<file path="config.mk">
export PLATFORM = sky130hd
export DESIGN_NAME = addsub_bcd_serial_ctrl
export DESIGN_NICKNAME = d
export VERILOG_FILES = /design/src/rtl/addsub_bcd_serial_ctrl.sv
export SDC_FILE = /design/constraint.sdc
export NUM_CORES = 1
export LEC_CHECK = 0
export ABC_AREA = 1
export CORE_ASPECT_RATIO = 0.6
export CORE_UTILIZATION = 60
export CTS_BUF_LIST = sky130_fd_sc_hd__clkbuf_8
export DETAILED_ROUTE_END_ITERATION = 10
export GPL_TIMING_DRIVEN = 0
export PLACE_DENSITY = 0.86
export SYNTH_ARGS = -nofsm -noshare
export SYNTH_HDL_FRONTEND = slang
export SYNTH_SLANG_ARGS = --single-unit
</file>
<file path="constraint.sdc">
create_clock -name clk -period 4.7 [get_ports clk]
set_input_delay 0.94 -clock clk [delete_from_list [all_inputs] [get_ports clk]]
set_output_delay 0.94 -clock clk [all_outputs]
set_load 0.01 [all_outputs]
</file>
<file path="src/rtl/addsub_bcd_serial_ctrl.sv">
// rtl/addsub_bcd_serial_ctrl.sv - bit-serial signed 4-bit add/sub with sign-magnitude BCD result
module addsub_bcd_serial_ctrl #(
    parameter bit CLR_ON_ACCEPT = 1'b0
) (
    input  logic       clk,
    input  logic       rst_n,
    input  logic       in_valid,
    output logic       in_ready,
    input  logic [3:0] a,
    input  logic [3:0] b,
    input  logic       sub,
    output logic       out_valid,
    input  logic       out_ready,
    output logic [8:0] out,
    output logic       busy
);

    typedef enum logic [2:0] {
        S_IDLE = 3'd0,
        S_ADD  = 3'd1,
        S_MAG  = 3'd2,
        S_ADJ  = 3'd3,
        S_HOLD = 3'd4
    } state_t;

    state_t     state_q, state_d;
    logic [4:0] a1_q, a1_d;
    logic [4:0] b1_q, b1_d;
    logic [4:0] m_q, m_d;
    logic [4:0] mag_q, mag_d;
    logic       carry_q, carry_d;
    logic       s_q, s_d;
    logic [2:0] idx_q, idx_d;
    logic [8:0] out_q, out_d;
    logic       out_valid_q, out_valid_d;

    logic       fa_x;
    logic       fa_y;
    logic       fa_sum;
    logic       fa_cout;
    logic       mag_x;
    logic       bcd_fix;
    logic [4:0] mag_adj;

    // The single shared full-adder cell; its inputs are steered per state.
    always_comb begin
        fa_x    = a1_q[idx_q];
        fa_y    = b1_q[idx_q];
        fa_sum  = fa_x ^ fa_y ^ carry_q;
        fa_cout = (fa_x & fa_y) | (fa_x & carry_q) | (fa_y & carry_q);
        mag_x   = m_q[idx_q] ^ s_q;
        bcd_fix = mag_q[4] | (mag_q[3] & (mag_q[2] | mag_q[1]));
        mag_adj = bcd_fix ? (mag_q + 5'd6) : mag_q;
    end

    always_comb begin
        state_d     = state_q;
        a1_d        = a1_q;
        b1_d        = b1_q;
        m_d         = m_q;
        mag_d       = mag_q;
        carry_d     = carry_q;
        s_d         = s_q;
        idx_d       = idx_q;
        out_d       = out_q;
        out_valid_d = out_valid_q;

        case (state_q)
            S_IDLE: begin
                if (in_valid) begin
                    a1_d    = {a[3], a};
                    b1_d    = {5{sub}} ^ {b[3], b};
                    carry_d = sub;
                    idx_d   = 3'd0;
                    m_d     = 5'd0;
                    mag_d   = 5'd0;
                    state_d = S_ADD;
                end
            end
            S_ADD: begin
                m_d[idx_q] = fa_sum;
                carry_d    = fa_cout;
                if (idx_q == 3'd4) begin
                    // Final carry is dropped: the 5-bit sum wraps, and its MSB is the sign.
                    s_d     = fa_sum;
                    carry_d = fa_sum;
                    idx_d   = 3'd0;
                    state_d = S_MAG;
                end else begin
                    idx_d = idx_q + 3'd1;
                end
            end
            S_MAG: begin
                // Conditional two's-complement negate: invert with s, add s as initial carry.
                mag_d[idx_q] = mag_x ^ carry_q;
                carry_d      = mag_x & carry_q;
                if (idx_q == 3'd3) begin
                    mag_d[4] = mag_x & carry_q;
                    idx_d    = 3'd0;
                    state_d  = S_ADJ;
                end else begin
                    idx_d = idx_q + 3'd1;
                end
            end
            S_ADJ: begin
                out_d       = {s_q, 3'b000, mag_adj};
                out_valid_d = 1'b1;
                state_d     = S_HOLD;
            end
            S_HOLD: begin
                if (out_ready) begin
                    out_valid_d = 1'b0;
                    state_d     = S_IDLE;
                    if (CLR_ON_ACCEPT) begin
                        out_d = 9'h000;
                    end
                end
            end
            default: begin
                state_d = S_IDLE;
            end
        endcase
    end

    always_ff @(posedge clk or negedge rst_n) begin
        if (!rst_n) begin
            state_q     <= S_IDLE;
            a1_q        <= 5'd0;
            b1_q        <= 5'd0;
            m_q         <= 5'd0;
            mag_q       <= 5'd0;
            carry_q     <= 1'b0;
            s_q         <= 1'b0;
            idx_q       <= 3'd0;
            out_q       <= 9'h000;
            out_valid_q <= 1'b0;
        end else begin
            state_q     <= state_d;
            a1_q        <= a1_d;
            b1_q        <= b1_d;
            m_q         <= m_d;
            mag_q       <= mag_d;
            carry_q     <= carry_d;
            s_q         <= s_d;
            idx_q       <= idx_d;
            out_q       <= out_d;
            out_valid_q <= out_valid_d;
        end
    end

    assign in_ready  = (state_q == S_IDLE);
    assign busy      = (state_q != S_IDLE);
    assign out_valid = out_valid_q;
    assign out       = out_q;

endmodule

</file>
==> impl_metrics.json, run 1 <==
{
  "status": "finished, final reports clean",
  "numCtsBuffers": 5,
  "synth-main-ff-cell": "dfrtp_1",
  "cts_sinks": 33,
  "critPathMaxStageDelay_ns": 0.53,
  "grt_overflow": 0,
  "grt_use_met3": 0.0853,
  "skew_ns": 0.00508,
  "routed-via-count": 1648,
  "ant_nets": 0,
  "wire_per_inst_um": 13.5,
  "finalCritPeriodShare": 0.539,
  "grt_pass1_wl_um": 6780,
  "path_cells": "nor2_2 -> nand2_2 -> inv_2 -> clkdlybuf4s50_1",
  "synth_cell_types": 32,
  "dr.pass1.iters": 4,
  "regToRegEndpoint": "m_q[2]",
  "avgSynthCellArea_um2": 8.12,
  "placeableCoreArea_mm2": 0.00297,
  "comb_power_share": 0.535,
  "htree_num_levels": 2,
  "ir_worst_vdd_v": 0.000400,
  "r2r-start": "idx_q[2]",
  "cpLargestDelayFamily": "buffers and inverters",
  "fin_cells": 311,
  "swShare": 0.466,
  "synthTopCellsByCount": "nand2_1, dfrtp_1, o21ai_1",
  "synth-edff-count": 0,
  "num_antenna_cells": 0,
  "slew_violations": 0,
  "path_class": "register to primary output",
  "dieWidth_um": 75.4,
  "syn_area_mm2": 0.00194,
  "synth_top_area_frac": 0.425,
  "crit_start": "state_q[0]",
  "antenna_found_initial": 0,
  "hold_class": "register to register",
  "min_from": "m_q[3]",
  "post_cts_resized": 0,
  "fin_setup_tns_ns": 0,
  "met2_usage": 0.416,
  "drive_above_1_share": 0.186,
  "io_pins": 25,
  "cp_slowest_cell": "clkdlybuf4s50_1",
  "p_int_w": 0.000859,
  "place_inst": 303,
  "seqPwrFrac": 0.318,
  "whs_endpoint": "m_q[3]",
  "power.switching_w": 0.000748,
  "num_rows": 15,
  "drtIter0Drc": 126,
  "grt.busiest_layer": "met2",
  "cts_root_buffer": "clkbuf_8",
  "hold_viol_final": 0,
  "path_clk_slew_ns": 0.06,
  "drc": 0,
  "path_max_fanout": 4,
  "grt.total_usage": 0.285,
  "ys_seq_area_frac": 0.425,
  "initial_core_util": 0.655,
  "port_buffers": 20,
  "yosysTopAreaCell": "dfrtp_1",
  "setup_violations": 0,
  "min_path_cells": 2,
  "ctsHoldBuffers": 0,
  "arrival_ns": 1.59,
  "viasPerCell": 5.30,
  "post-cts-setup-buffers": 0,
  "synthCells": 239,
  "leakage_nw": 1.14,
  "worstRegToRegCells": 12,
  "ys_ff_latch": 33,
  "cp_num_buf_inv": 2,
  "dieArea_mm2": 0.00348,
  "syn_to_final_growth_pct": 18.4,
  "place_congestion": 0.874,
  "grt_use_met1": 0.405,
  "grt_pass1_vias": 1438,
  "synthTopCellsByArea": "dfrtp_1, nand2_1, o21ai_1, ha_1, nor3_4",
  "rsz0062_at_grt": "no",
  "grt_max_degree": 34,
  "layout.nets": 289,
  "fin_crit_ns": 2.53,
  "cts_buffer_depth": 2,
  "crit_path_end_kind": "primary output",
  "hpwl_um": 3160,
  "wl_um": 4190,
  "cts_tree": "built",
  "slew-limit-headroom": 0.512,
  "worst_pin_slew_ns": 0.732,
  "yosysWarnings": 0,
  "die_y_um": 46.1,
  "cellPowerDensity_mw_per_mm2": 699,
  "critPathRequiredTime_ns": 3.76,
  "cap_violations": 0,
  "startpoint_type": "register",
  "p_clk_frac": 0.147,
  "synthArstFlopShare": 1.00,
  "timing.fmax_mhz": 395,
  "ff2ff_setup_slack_ns": 2.38,
  "clkLatencyLatePin_ns": 0.29,
  "fillers": 236,
  "yosysMostFrequentCell": "nand2_1"
}
==> metal layers <==
metal | up-vias | routed length (µm)
met1 | 765 | 2020
met4 | 0 | 68
li1 | 817 | -
met5 | - | 0
met3 | 10 | 261
met2 | 56 | 1840
==> placed cells by master (no fill, tap or decap), drive strengths merged, types with 7 or more instances in the layout <==
| cell | synthesis | routed |
|---|---|---|
| buf | 6 | 7 |
| clkbuf | 1 | 8 |
| clkdlybuf4s50 | 0 | 19 |
| dfrtp | 33 | 33 |
| ha | 7 | 7 |
| inv | 24 | 24 |
| nand2 | 93 | 93 |
| nand3 | 11 | 11 |
| nor2 | 16 | 16 |
| nor3 | 7 | 7 |
| o21ai | 24 | 24 |
==> how the worst max path moves through the flow <==
stage	end	slack (ns)	cells past startpoint
floorplan	carry_q	2.71	13
global placement	state_q[2]	2.04	1
detailed placement	carry_q	2.44	13
CTS	in_ready	2.14	4
global route	in_ready	2.09	4
finish	in_ready	2.17	4
==> sequential cells by signal, indices dropped and copies added (netlist names) <==
name	cells
out	6
idx_q	3
carry_q	1
mag_q	5
state_q	3
out_valid	1
b1_q	4
a1_q	4
m_q	5
s_q	1
==> cell families (layout without fill, tap and decap cells) <==
logic type      count (synthesis)  count (layout)  synth area share
buf+inv                        31              59            0.0760
fa+ha+maj                       8               8            0.0554
other cells                     1               3           0.00193
compound gates                 28              28            0.0825
simple gates                  133             133             0.336
xor+xnor                        5               5            0.0226
flops                          33              33             0.425
==> power by group through the flow <==
stage / logic (W) / registers [W] / clock network, W
2_1_floorplan: 0.000611 / 0.000499 / 0
3_3_place_gp: 0.000811 / 0.000508 / 0
3_5_place_dp: 0.000848 / 0.000515 / 0
4_1_cts: 0.000855 / 0.000510 / 0.000240
5_1_grt: 0.000967 / 0.000526 / 0.000251
6_report: 0.000859 / 0.000511 / 0.000237
==> per-stage QoR <==
step                       util  hold WS (ns)  total power [W]  setup WS [ns]  cell area [µm²]
after floorplan               -         0.442          0.00111           2.71             1950
after global placement    0.743         0.459          0.00132           2.04             2200
after detailed placement  0.741         0.461          0.00136           2.44             2200
after CTS                 0.775         0.477          0.00161           2.14             2300
after global routing      0.775         0.510          0.00174           2.09             2300
final                     0.775         0.479          0.00161           2.17             2300
==> worst register-to-register path: stages, from the launching register on <==
cell,delay (ns)
dfrtp_1,0.39
buf_4,0.19
inv_2,0.13
nor3_2,0.09
inv_2,0.10
nand2_2,0.06
nand2_1,0.05
nand4_1,0.12
fa_1,0.56
inv_1,0.06
nor2_1,0.33
nand2_1,0.09
nand2_1,0.09
==> final cells by class <==
cell class	instances	area, µm²	area share
plain buffers	7	52.6	0.0229
clock buffers	7	96.3	0.0419
clock inverters	1	5.00	0.00218
inverters	24	95.1	0.0414
multi-input cells	177	976	0.425
flip-flops and latches	33	826	0.359
well taps	42	52.6	0.0229
repair buffers	20	195	0.0849
(Power assumes the default switching activity.)
==> run 2, diff against run 1 <==
- CORE_UTILIZATION: 60 -> 57
- PLACE_DENSITY: 0.86 -> 0.82
- clock period: 4.7 -> 2.5 ns (I/O delays scaled with it)
==> impl_metrics.json, run 2 (synthesized netlist as in run 1, its figures left out) <==
{
  "hold_viol_final": 0,
  "place_congestion": 0.903,
  "r2r-start": "idx_q[0]",
  "antenna_found_initial": 0,
  "ant_nets": 0,
  "worstRegToRegCells": 13,
  "ctsHoldBuffers": 0,
  "viasPerCell": 5.26,
  "dr.pass1.iters": 4,
  "grt.total_usage": 0.256,
  "seqPwrFrac": 0.323,
  "num_rows": 15,
  "place_ws_ns": 0.203,
  "drive_above_1_share": 0.179,
  "status": "finished, final reports clean",
  "slew-limit-headroom": 0.510,
  "p_clk_frac": 0.134,
  "syn_to_final_growth_pct": 17.6,
  "die_y_um": 47.2,
  "numCtsBuffers": 5,
  "leakage_nw": 1.14,
  "cts_buffer_depth": 2,
  "cts_tree": "built",
  "fin_crit_ns": 2.30,
  "fin_setup_tns_ns": 0,
  "timing.fmax_mhz": 435,
  "setup_violations": 0,
  "cap_violations": 0,
  "placeableCoreArea_mm2": 0.00304,
  "grt_pass1_vias": 1476,
  "dieArea_mm2": 0.00365,
  "p_int_w": 0.00158,
  "clkLatencyLatePin_ns": 0.28,
  "grt_max_degree": 34,
  "cts_sinks": 33,
  "path_clk_slew_ns": 0.07,
  "skew_ns": 0.00564,
  "power.switching_w": 0.00139,
  "io_pins": 25,
  "hpwl_um": 3070,
  "largest_reg_flops": 6,
  "cellPowerDensity_mw_per_mm2": 1300,
  "regToRegEndpoint": "carry_q",
  "arrival_ns": 2.47,
  "drc": 0,
  "grt_overflow": 0,
  "wl_um": 4110,
  "post_cts_resized": 0,
  "cts_root_buffer": "clkbuf_8",
  "fin_cells": 310,
  "critPathRequiredTime_ns": 2.68,
  "num_antenna_cells": 0,
  "path_cells": "inv_4 -> nor3_4 -> inv_2 -> nand2_2 -> nand2_1 -> nand4_1 -> fa_1 -> inv_1 -> nand3_1 -> nand3_1 -> nand3_1 -> nand2_1 -> nand2_1",
  "dieWidth_um": 77.4,
  "slew_violations": 0,
  "finalCritPeriodShare": 0.919,
  "crit_path_end_kind": "register",
  "grt_pass1_wl_um": 6840,
  "drtIter0Drc": 150,
  "ff2ff_setup_slack_ns": 0.20,
  "comb_power_share": 0.543,
  "startpoint_type": "register",
  "routed-via-count": 1630,
  "initial_core_util": 0.639,
  "mostFrequentLayoutCells": "nand2_1, dfrtp_1, o21ai_1, clkdlybuf4s50_1",
  "post-cts-setup-buffers": 0,
  "rsz0062_at_grt": "no",
  "worst_pin_slew_ns": 0.735,
  "hold_class": "input pin to asynchronous set/reset pin",
  "placed_area_mm2": 0.00220,
  "wire_per_inst_um": 13.3,
  "place_inst": 303,
  "ir_worst_vdd_v": 0.000591,
  "port_buffers": 20,
  "htree_num_levels": 2,
  "final_common_cell": "nand2_1",
  "path_max_fanout": 8,
  "cp_slowest_cell": "dfrtp_1",
  "path_class": "register to register",
  "swShare": 0.468,
  "layout.nets": 289,
  "hold-worst-slack_ns": 0.277,
  "critPathMaxStageDelay_ns": 0.59,
  "design_area_mm2": 0.00228,
  "layout_setup_ws_ns": 0.202
}
## run 2: cell types whose count changed in the layout (fill, tap and decap cells not counted), sizes merged
cell,delta
inv,+1
clkbuf,-1
clkinv,-1
## run 2: per-stage QoR
step           total power (W)   util
2_1_floorplan          0.00208      -
5_1_grt                0.00321  0.751
3_5_place_dp           0.00255  0.723
6_report               0.00297  0.751
4_1_cts                0.00297  0.751
3_3_place_gp           0.00249  0.724
## run 2: worst max path at each step
stage	from	endpoint	slack (ns)
2_1_floorplan	idx_q[0]	carry_q	0.51
3_3_place_gp	rst_n	out_valid	0.24
3_5_place_dp	idx_q[0]	carry_q	0.20
4_1_cts	idx_q[0]	carry_q	0.20
5_1_grt	idx_q[0]	carry_q	0.05
6_report	idx_q[0]	carry_q	0.20
## run 2: final cells by class
class	instances	area (µm²)
fill	239	757
inverter	24	95.1
multi-input combinational	177	976
buffer	7	52.6
timing repair buffer	20	195
sequential	33	826
clock buffer	6	82.6
tap	42	52.6
clock inverter	1	3.75
## run 2: metal layers
| metal | routed length (µm) | GRT usage | vias to the layer above |
|---|---|---|---|
| li1 | - | - | 810 |
| met1 | 2060 | 0.357 | 762 |
| met2 | 1770 | 0.411 | 50 |
| met3 | 239 | 0.0641 | 8 |
| met4 | 39 | 0.0679 | 0 |
| met5 | 0 | 0 | - |
## run 2: power by group through the flow
stage	sequential [W]	clock, W	combinational, W
after floorplan	0.000937	0	0.00115
after global placement	0.000954	0	0.00153
after detailed placement	0.000957	0	0.00159
after CTS	0.000956	0.000404	0.00161
after global routing	0.000986	0.000426	0.00179
final	0.000959	0.000398	0.00161
## run 2: critical path: cells and delay by family (launching register included)
kind | cells | cell delay, ns
adders and majority gates | 1 | 0.47
buffers and inverters | 3 | 0.28
DFF | 1 | 0.59
and+or+nand+nor | 9 | 0.85
